$ cat config.mk
export PLATFORM = sky130hd
export DESIGN_NAME = led_pwm_driver
export DESIGN_NICKNAME = d
export VERILOG_FILES = /design/src/rtl/led_pwm_driver_pkg.sv /design/src/rtl/led_pwm_driver_timebase.sv /design/src/rtl/led_pwm_driver.sv
export SDC_FILE = /design/constraint.sdc
export NUM_CORES = 1
export LEC_CHECK = 0
export CAP_MARGIN = 20
export CORE_ASPECT_RATIO = 2
export CORE_MARGIN = 2
export CORE_UTILIZATION = 38
export CTS_CLUSTER_DIAMETER = 120
export DETAILED_ROUTE_END_ITERATION = 16
export PLACE_DENSITY = 0.6
export SETUP_SLACK_MARGIN = 0.15
export SYNTH_ARGS = -nofsm -noshare
export SYNTH_HDL_FRONTEND = slang
export SYNTH_SLANG_ARGS = --single-unit
$ cat constraint.sdc
create_clock -name clk -period 3.6 [get_ports clk]
set_input_delay 0.72 -clock clk [delete_from_list [all_inputs] [get_ports clk]]
set_output_delay 0.72 -clock clk [all_outputs]
set_load 0.1 [all_outputs]
$ cat src/rtl/led_pwm_driver_pkg.sv
// Shared constants for the LED PWM driver: led_in field layout and a width helper.
package led_pkg;

  localparam int LED_COUNT   = 4;
  localparam int LED_EN_LSB  = 0;
  localparam int LED_LVL_LSB = 4;
  localparam int LED_IN_W    = 8;

  // Counter width needed to hold 0..value-1; never narrower than one bit.
  function automatic int clog2(input int value);
    int r;
    r = 0;
    for (int i = 0; i < 31; i++) begin
      if ((1 << i) < value) r = i + 1;
    end
    return (r < 1) ? 1 : r;
  endfunction

endpackage

$ cat src/rtl/led_pwm_driver_timebase.sv
// Free-running prescaler and PWM counter; flags the last tick of every PWM period.
module led_pwm_timebase
  import led_pkg::*;
#(
  parameter int PRESCALE = 64,
  parameter int PWM_BITS = 4
) (
  input  logic                clk,
  input  logic                reset,
  output logic                bnd,
  output logic [PWM_BITS-1:0] pwm_cnt
);

  localparam int PW = clog2(PRESCALE);
  localparam logic [PW-1:0] PRESC_LAST = PW'(PRESCALE - 1);

  logic [PW-1:0] presc;
  logic          tick;

  // With PRESCALE=1 presc is pinned at 0, so tick is constantly high.
  assign tick = (presc == PRESC_LAST);
  assign bnd  = tick && (&pwm_cnt);

  always_ff @(posedge clk or posedge reset) begin
    if (reset) begin
      presc   <= '0;
      pwm_cnt <= '0;
    end else begin
      presc <= tick ? '0 : presc + 1'b1;
      if (tick) pwm_cnt <= pwm_cnt + 1'b1;
    end
  end

endmodule

$ cat src/rtl/led_pwm_driver.sv
// Four-channel LED PWM driver: enables and target brightness sampled once per period,
// applied brightness ramps one step per period toward the target.
module led_pwm_driver
  import led_pkg::*;
#(
  parameter int PRESCALE = 64,
  parameter int PWM_BITS = 4
) (
  input  logic                 clk,
  input  logic                 reset,
  input  logic [LED_IN_W-1:0]  led_in,
  output logic [LED_COUNT-1:0] led_out,
  output logic                 period_start,
  output logic [PWM_BITS-1:0]  level
);

  logic                 bnd;
  logic [PWM_BITS-1:0]  pwm_cnt;
  logic [PWM_BITS-1:0]  tgt;
  logic [PWM_BITS-1:0]  level_nxt;
  logic [LED_COUNT-1:0] en;
  logic                 unused_led_in;

  led_pwm_timebase #(
    .PRESCALE (PRESCALE),
    .PWM_BITS (PWM_BITS)
  ) u_timebase (
    .clk     (clk),
    .reset   (reset),
    .bnd     (bnd),
    .pwm_cnt (pwm_cnt)
  );

  // Narrow PWM_BITS take only the top bits of the brightness nibble.
  assign tgt           = led_in[LED_IN_W-1 -: PWM_BITS];
  assign unused_led_in = ^led_in;

  always_comb begin
    level_nxt = level;
    if (tgt > level)      level_nxt = level + 1'b1;
    else if (tgt < level) level_nxt = level - 1'b1;
  end

  always_ff @(posedge clk or posedge reset) begin
    if (reset) begin
      en           <= '0;
      level        <= '0;
      led_out      <= '0;
      period_start <= 1'b0;
    end else begin
      period_start <= bnd;
      led_out      <= en & {LED_COUNT{pwm_cnt <= level}};
      if (bnd) begin
        en    <= led_in[LED_EN_LSB +: LED_COUNT];
        level <= level_nxt;
      end
    end
  end

endmodule

==> metrics.md <==
| Metric | Value |
|---|---|
| ANT nets after route | 0 |
| Initial antenna violation count | 0 |
| Setup violations, final | 0 |
| WL final | 2.151 mm |
| Clock tree root driver cell | clkbuf_8 |
| Worst-Margin Slew | between 0.9 and 1 ns |
| All-Layer GR Usage | 13.53% |
| Layout area overhead | 22.08% |
| Status | finished clean |
| CTS Hold Bufs | 0 |
| Cell Area, Placed | 0.001394 mm² |
| Design area | 0.001439 mm² |
| Post-Synth Adder-Cell Area | ~14% |
| Max-slew violations | 0 |
| Synth Area in XOR/XNOR | under 10% |
| Total clock sinks | 23 |
| First-pass DRT Iterations | 4 |
| H-Tree Depth | 1 |
| Initial Util | 40.05% |
| Psw | about 0.00011 W |
| Filler cells | 289 |
| Number of flops mapped to enable cells by yosys | 0 |
| Seq cells post-synth | 23 |
| Reg power frac | 55.5% |
| Met2 usage | 27.16% |
| Sw Share | about a quarter |
| Layout cells sized above 1 | between 10% and 20% |
| Mux cell area share after synthesis | 4.777% |
| Multi-input logic area | between 500 and 600 µm² |
| Std cell rows | 28 |
| First-pass GRT wire length | between 3 and 4 mm |
| WP data arrival | 3.00 ns |
| CTS tree | done |
| Via count | between 800 and 900 |
| Core area | 0.002943 mm² |
| Worst hold slack | 0.4791 ns |
| Post-CTS sizing | 0 |
| HPWL Detailed | around 1.8 mm |
| Die width | 43.38 µm |
| GR Layer Usage met3 | 1.957% |
| Endpoint type of the worst setup path | flop |
| Die Span Y | 82.76 µm |
| RSZ-0062 raised after global routing | false |
| Ant diodes | 0 |
| Library cells used by synthesis | 25 |
| Maximum vdd drop | around 260 µV |
| Pin count of the biggest net entering global routing | 24 |
| Register area | 575.6 µm² |
| Gate power share | 11.6% |
| DRT iter0 DRCs | 3 |
| Clock transition at path regs | 0.08 ns |
| Mapped cell area | around 0.0012 mm² |
| Clock power share | approximately a third |
| Power Density | 328.1 mW/mm² |
| MaxCap Viol Count | 0 |
| Setup repair bufs after CTS | 0 |
| Synth area leader | dfrtp_1 |
| Register area share after synthesis | between 40 and 50% |
| R2R depth | 12 |
| Routability Congestion | 0.7956 |
| Syn nets | 125 |
| Top post-synthesis cells by area | dfrtp_1 (49%), ha_1 (13%), mux2_2 (4.8%) |
| FFs w/ async S/R, synth | 100.0% |
| Worst min path class | reg2reg |
| CP required | between 3 and 4 ns |
| Fmax | 351.0 MHz |
| Time the worst path needs with I/O delays and setup | 2.849 ns |
| M1 GR Usage | 13.07% |
| Fin. Hold Viols | 0 |
| IO Count | 19 |
| CP Launch Type | input pin |
| Setup TNS | 0 ns |
| Most common cell in the netlist | dfrtp_1 |
| Cells after Synth | 102 |
| Commonest cells post-synth | dfrtp_1 (23), ha_1 (12), nand2_1 (9) |
| Yosys warnings | 0 |
| Synth top area share | between 40% and 50% |
| Worst slew margin | 34.71% |
| CTS Buf Count | 3 |
| IO buf count | 18 |
| WL per Instance | 13.97 µm |
| Synth Area in Compound Gates | 5.308% |
| Crit Path Max Fanout | 3 |
| Full die area | 0.003590 mm² |
| Mean Syn Cell Area | around 12 µm² |
| Clock Path Buffers | 2 |
| Net count, final | 148 |
| Drc violations | 0 |
| Internal | 0.0003606 W |
| Main combinational cell family by area after synthesis | simple AND/OR/NAND/NOR gates |
| Skew final | 0.004293 ns |
| Pleak | 0.6723 nW |
| Layer with the highest usage | met2 |
| Vias in the first global route | 848 |
| Worst-Skew Late Latency | 0.26 ns |
| CP Class | in2reg |
| Post-synthesis simple-gate area fraction | 18.05% |
| Hold Path Depth | 1 |
| Part of the cycle the worst path needs | 79.13% |
| Grt ovf | 0 |
| Post-synth top flop | dfrtp_1 |
| Vias/cell | 5.266 |
==> kinds of logic (layout without fill, tap and decap cells) <==
logic type      Yosys count  after routing
mux                       5              5
simple gates             35             35
buf+inv                   6             28
fa+ha+maj                13             13
flops                    23             23
compound gates           11             11
xor+xnor                  9              9
==> power by group through the flow <==
stage                     clock, W  combinational [W]  sequential [W]
after floorplan                  0          0.0000237        0.000279
after global placement           0          0.0000550        0.000267
after detailed placement         0          0.0000563        0.000267
after CTS                 0.000162          0.0000563        0.000262
after global routing      0.000171          0.0000606        0.000262
final                     0.000155          0.0000550        0.000262
==> layout by cell type (no fill, tap or decap), types with 2 or more instances in the layout <==
cell type	netlist	routed
ha_1	12	12
nor2b_1	2	2
mux2_2	5	5
o21ai_0	5	5
nand4_1	5	5
inv_1	6	6
nand2_1	9	9
xor2_1	4	4
a21oi_1	3	3
dfrtp_1	23	23
xnor2_1	5	5
clkbuf_8	0	3
nand3_1	3	3
o21a_1	2	2
nor2_1	4	4
and2_1	4	4
clkdlybuf4s50_1	0	17
==> critical path, cell delays in order <==
cell and delay, ns:
clkdlybuf4s50_1 0.40, ha_1 0.30, nor2b_1 0.13, o211ai_1 0.23, nand2_1 0.08, nand2_1 0.13, ha_1 0.28, a21oi_1 0.16
nand2_1 0.08, a21oi_1 0.13, and4bb_1 0.24, xnor2_1 0.12
==> final timing paths <==
check	end	slack, ns	from
min	led_out[3]	0.48	en[3]
max	level[3]	0.75	led_in[5]
min in group asynchronous	u_timebase.presc[3]	0.93	reset
max in group asynchronous	led_out[0]	2.16	reset
min reg2reg	led_out[3]	0.48	en[3]
max reg2reg	level[3]	1.09	level[1]
==> area by class of cell <==
type	count	area share, %
multi-input cells	73	40.35
flip-flops and latches	23	40.00
repair buffers	18	12.35
clock buffers	4	3.130
well taps	30	2.609
inverters	6	1.565
==> routing by layer <==
layer / part of all wire (%) / up-vias
met2: 60 / 12
li1: - / 398
met5: 0 / -
met1: 37 / 399
met3: 2.2 / 2
met4: 0.93 / 0
==> registers in the layout (all words and copies together), names as in the netlist <==
signal              flops
period_start            1
u_timebase.presc        6
en                      4
led_out                 4
u_timebase.pwm_cnt      4
level                   4
==> per-stage QoR <==
stage               total power (W)  cells  setup WS [ns]  utilization (%)
CTS                       0.0004804    154         0.7460            48.89
global placement          0.0003220    150         0.4937            47.36
detailed placement        0.0003235    150         0.4653            47.36
floorplan                 0.0003024    102         0.6000                -
finish                    0.0004721    154         0.7512            48.89
global route              0.0004942    154         0.6296            48.89
Power figures use the tool's default switching activity.
